[src/rtl/plic_gateway.sv]
// Per-source PLIC interrupt gateway: level/edge trigger capture, claim/complete handshake, saturating edge counter.
// Optional PLIC_GATEWAY_SYNC_EN inserts a 2-flop synchronizer on src_i ahead of the trigger logic.
module plic_gateway #(
  parameter int N_SOURCE = 128,
  parameter int MAX_EDGE = 3,
  parameter int CNTW     = $clog2(MAX_EDGE + 1)
) (
  input  logic                clk_i,
  input  logic                rst_ni,
  input  logic [N_SOURCE-1:0] src_i,
  input  logic [N_SOURCE-1:0] le_i,
  input  logic [N_SOURCE:0]   claim_i,
  input  logic [N_SOURCE:0]   complete_i,
  output logic [N_SOURCE:0]   ip_o,
  output logic [N_SOURCE:0]   sv_o
);

  typedef enum logic [1:0] {
    IDLE = 2'd0,
    PEND = 2'd1,
    SERV = 2'd2
  } state_e;

  localparam logic [CNTW-1:0] CNT_MAX = CNTW'(MAX_EDGE);

  function automatic logic [CNTW-1:0] sat_cnt(input logic [CNTW-1:0] cnt,
                                              input logic inc, input logic dec);
    logic [CNTW:0] sum;
    sum = {1'b0, cnt} + {{CNTW{1'b0}}, inc};
    if (dec && (sum != '0)) sum = sum - 1'b1;
    if (sum > {1'b0, CNT_MAX}) return CNT_MAX;
    return sum[CNTW-1:0];
  endfunction

  logic [N_SOURCE-1:0] src_s;
  logic [N_SOURCE-1:0] src_q;

`ifdef PLIC_GATEWAY_SYNC_EN
  logic [N_SOURCE-1:0] sync_a, sync_b;

  always_ff @(posedge clk_i or negedge rst_ni) begin
    if (!rst_ni) begin
      sync_a <= '0;
      sync_b <= '0;
    end else begin
      sync_a <= src_i;
      sync_b <= sync_a;
    end
  end

  assign src_s = sync_b;
`else
  assign src_s = src_i;
`endif

  // src_q holds the previous sample for rising-edge detection
  always_ff @(posedge clk_i or negedge rst_ni) begin
    if (!rst_ni) src_q <= '0;
    else         src_q <= src_s;
  end

  for (genvar i = 1; i <= N_SOURCE; i++) begin : g_src
    state_e          state, state_next;
    logic [CNTW-1:0] cnt, cnt_next;
    logic            lvl, edge_det, req, idle, cnt_nz;

    always_comb begin
      lvl        = src_s[i-1];
      edge_det   = lvl & ~src_q[i-1];
      idle       = (state == IDLE);
      cnt_nz     = (cnt != '0);
      req        = le_i[i-1] ? (cnt_nz | edge_det) : lvl;
      state_next = state;
      cnt_next   = '0;
      case (state)
        IDLE:    if (req)           state_next = PEND;
        PEND:    if (claim_i[i])    state_next = SERV;
        SERV:    if (complete_i[i]) state_next = IDLE;
        default:                    state_next = IDLE;
      endcase
      // an edge is banked unless it is consumed directly by an empty, idle source
      if (le_i[i-1])
        cnt_next = sat_cnt(cnt, edge_det & (~idle | cnt_nz), idle & req & cnt_nz);
    end

    always_ff @(posedge clk_i or negedge rst_ni) begin
      if (!rst_ni) begin
        state <= IDLE;
        cnt   <= '0;
      end else begin
        state <= state_next;
        cnt   <= cnt_next;
      end
    end

    assign ip_o[i] = (state == PEND);
    assign sv_o[i] = (state == SERV);
  end

  assign ip_o[0] = 1'b0;
  assign sv_o[0] = 1'b0;

  logic unused_bit0;
  assign unused_bit0 = claim_i[0] ^ complete_i[0];

endmodule

[config.mk]
export PLATFORM = sky130hd
export DESIGN_NAME = plic_gateway
export DESIGN_NICKNAME = d
export VERILOG_FILES = /design/src/rtl/plic_gateway.sv
export SDC_FILE = /design/constraint.sdc
export NUM_CORES = 2
export LEC_CHECK = 0
export ABC_AREA = 0
export CAP_MARGIN = 5
export CORE_AREA = 5 5 296 298
export DETAILED_ROUTE_END_ITERATION = 8
export DIE_AREA = 0 0 301 303
export GPL_TIMING_DRIVEN = 1
export PLACE_DENSITY_LB_ADDON = 0.1
export SLEW_MARGIN = 10
export SYNTH_ARGS = -nofsm -noshare
export SYNTH_HDL_FRONTEND = slang
export SYNTH_SLANG_ARGS = --single-unit
[constraint.sdc]
create_clock -name clk_i -period 3 [get_ports clk_i]
set_input_delay 0.75 -clock clk_i [delete_from_list [all_inputs] [get_ports clk_i]]
set_output_delay 0.75 -clock clk_i [all_outputs]
set_load 0.02 [all_outputs]
==> key figures <==
Critical path
  • CP arrival: 2140 ps
  • WS Path Type: flop to output pin
  • Critical Path End Type: output pin
  • Crit path required time: 2250 ps
  • Reg-to-Reg Start: g_src[102].state[0]$_DFFE_PN0P_
  • Worst setup path start: g_src[1].state[0]$_DFFE_PN0P_
  • Crit path max fanout: 6
  • Startpoint types: flop

Detailed routing
  • Final WL: 106000 µm
  • DR WL/cell: 17.9 µm
  • Remaining DRCs: 0
  • Drt pass-1 iters: 5
  • DRT iter0 DRCs: 1309
  • Vias: 32700
  • Post-route ant nets: 0
  • Vias per cell: 5.53

GRT
  • Initial antenna violation count: 57
  • Gr usage total: 22.3%
  • Largest net degree at the start of global routing: 62
  • Vias in the first global route: 32500
  • First-pass GRT wire length: 165000 µm
  • GRT overflow: 0

Power
  • Sw Share: 38.9%
  • Clk pwr share: 21.1%
  • NetSw: 17200 µW
  • Int Pwr: 26900 µW
  • Seq pwr share: 33.6%
  • LEAKAGE: 0.0232 µW
  • Total power: 44100 µW
  • Gate power share: 45.3%
  • PwrDens: 849 nW/µm²
  • IR drop worst, VDD: 0.551 mV

Yosys
  • Synth Area in Compound Gates: 17.8%
  • Ranking of synthesized cells by area: dfrtp_1, ha_1, o311a_1
  • Multiplexer area fraction after synthesis: 0%
  • XOR/XNOR Fraction of Synth Area: 0%
  • Avg Cell Area, Syn: 10.5 µm²
  • Post-synthesis instance total: 3751
  • Yosys warning count: 0
  • Synth Register Bits: 640
  • Seq/Total Area, Yosys: 40.5%
  • Main combinational cell family by area after synthesis: simple AND/OR/NAND/NOR gates
  • Synthesized area: 39500 µm²
  • Synth Area in Simple Gates: 18.4%
  • Synth cell types: 28
  • Leading area contributor after synthesis: dfrtp_1
  • Adder-cell share of the synthesized area: 16.2%
  • Synth top area share: 40.5%

Clocking
  • Clk Latency, worst-skew pair: 610 ps
  • Number of buffers created by CTS: 76
  • H-tree depth: 3
  • Root Buffer Master: clkbuf_16
  • Worst-path clk slew: 50 ps
  • Clock sinks: 640
  • CTS tree: yes
  • Clock Path Buffers: 3

Timing
  • Slew at the pin closest to its max-slew limit: 569 ps
  • Slew Limit Fails: 0
  • Worst Skew: 21.3 ps
  • Fmax: 346 MHz
  • Worst hold slack: 109 ps
  • Crit share post-route: 96.4%
  • Hold Fails Final Rpt: 0
  • Relative slew slack: 62.0%
  • Final setup fails: 0
  • Fin crit period: 2890 ps
  • RSZ-0062 raised after global routing: false

Die
  • Die Span Y: 303 µm
  • Initial Util: 46.7%
  • IO Count: 774
  • Die X-Extent: 301 µm
  • DIE AREA: 91200 µm²
  • Rows: 107
  • Core Area: 84600 µm²

Final layout
  • Synthesis-to-layout area growth: 31.4%
  • Fin cells: 5901
  • Nets: 5694
  • Final Core Density: 61.4%
  • Fraction of layout cells with a size suffix above 1: 9.28%

Placement
  • PortBufs: 769
  • DPL Wire Length: 85200 µm
  • GPL Wtd Cong: 0.867
  • Cells after DPL: 5733

Job
  • Number of max-cap violations: 0

Worst hold path
  • Worst hold path class: input pin to async pin

Outcome
  • Outcome: finished clean
==> worst paths after layout <==
path | end | depth (start not counted) | slack [ps]
setup / recovery | ip_o[1] | 2 | 110
hold / removal | src_q[69]$_DFF_PN0_ | 1 | 110
setup reg to reg | g_src[102].cnt[0]$_DFF_PN0_ | 10 | 440
hold reg to reg | g_src[29].state[0]$_DFFE_PN0P_ | 1 | 510
max in group asynchronous | g_src[37].cnt[1]$_DFF_PN0_ | 2 | 1940
min in group clk_i | g_src[29].state[0]$_DFFE_PN0P_ | 1 | 510
==> cell usage in the layout (no fill, tap or decap), types with 2 or more instances in the layout <==
| master | n |
|---|---|
| ha_1 | 511 |
| clkinv_8 | 3 |
| o21ai_0 | 31 |
| clkinv_2 | 4 |
| o22ai_1 | 128 |
| nor3_1 | 3 |
| nor2_1 | 3 |
| clkdlybuf4s50_1 | 767 |
| a211oi_1 | 226 |
| dfrtp_1 | 640 |
| buf_4 | 186 |
| o21a_1 | 127 |
| o311a_1 | 253 |
| nand2b_1 | 32 |
| bufinv_16 | 4 |
| clkbuf_16 | 78 |
| clkbuf_8 | 19 |
| nand3_1 | 253 |
| clkbuf_1 | 22 |
| nand2_1 | 160 |
| nor2b_1 | 254 |
| nor4_2 | 127 |
| a22o_1 | 97 |
| buf_12 | 12 |
| nor4_1 | 127 |
| nor3b_1 | 157 |
| conb_1 | 2 |
| inv_1 | 482 |
| diode_2 | 36 |
==> Yosys cell counts <==
library cell,instances
and2b_1,1
a211oi_1,226
ha_1,511
conb_1,1
dfrtp_1,640
o21ai_0,31
nor4_1,127
nand2_1,160
a311oi_1,1
nor4_2,127
a21oi_1,1
o311a_1,253
buf_4,130
nor2_1,3
nand2b_1,32
a2111o_1,1
o31ai_1,1
o211a_1,1
a31oi_1,1
nor3b_1,157
a22o_1,97
o21a_1,127
inv_1,482
nor3_1,3
nor4_4,1
nand3_1,253
o22ai_1,128
nor2b_1,255
==> metrics by stage <==
stage,TNS [ps],area [µm²],setup WS [ps]
floorplan,0,39500,564
global placement,-46.1,49300,-26.3
detailed placement,-319,49300,-96.5
CTS,0,51800,5.32
global route,0,51900,17.7
finish,0,51900,107
==> sequential cells by signal (all words and copies together) (netlist names) <==
register	flops
g_src.cnt	256
g_src.state	256
src_q	128
==> routing by layer <==
metal	wire length (µm)	global-route usage [%]	up-vias
met1	41500	25.6	15700
met2	52400	38.7	689
met4	3820	9.93	38
met5	253	0	-
li1	-	-	16100
met3	7530	6.56	211
==> cell families (layout without fill, tap and decap cells) <==
logic type	after synthesis	in the layout
AND/OR/NAND/NOR	1119	1119
AO/OA/AOI/OAI	868	868
flip-flops	640	640
adder cells (fa/ha/maj)	511	511
other	1	38
buffers and inverters	612	1581
==> worst max-delay path, cell delays in order, from the launching register on <==
cell and delay (ps):
dfrtp_1 440, nor2b_1 240, clkdlybuf4s50_1 860
==> power by group through the flow <==
| stage | registers (µW) | logic (µW) | clock network, µW |
|---|---|---|---|
| final | 14800 | 20000 | 9280 |
| after global routing | 15300 | 22300 | 9920 |
| after CTS | 14800 | 20200 | 9570 |
| after detailed placement | 14900 | 20100 | 0 |
| after global placement | 14900 | 19700 | 0 |
| after floorplan | 14000 | 14200 | 0 |
==> timing repair <==
| item | in CTS | in global routing |
|---|---|---|
| gates resized for setup | 0 | 2 |
| hold buffers | 0 | 0 |
| setup endpoints to repair | 0 | 2 |
| endpoints found under the hold margin | 0 | 0 |
| buffers inserted | 0 | 0 |
==> area by class of cell <==
cell class                 count  area (µm²)
fill                        7245       32700
multi-input combinational   2500       20700
sequential                   640       16000
timing repair buffer         967        9340
clock buffer                 119        2300
inverter                     482        1810
tap                         1144        1430
clock inverter                13         209
antenna                       36        90.1
Power figures use the tool's default switching activity.
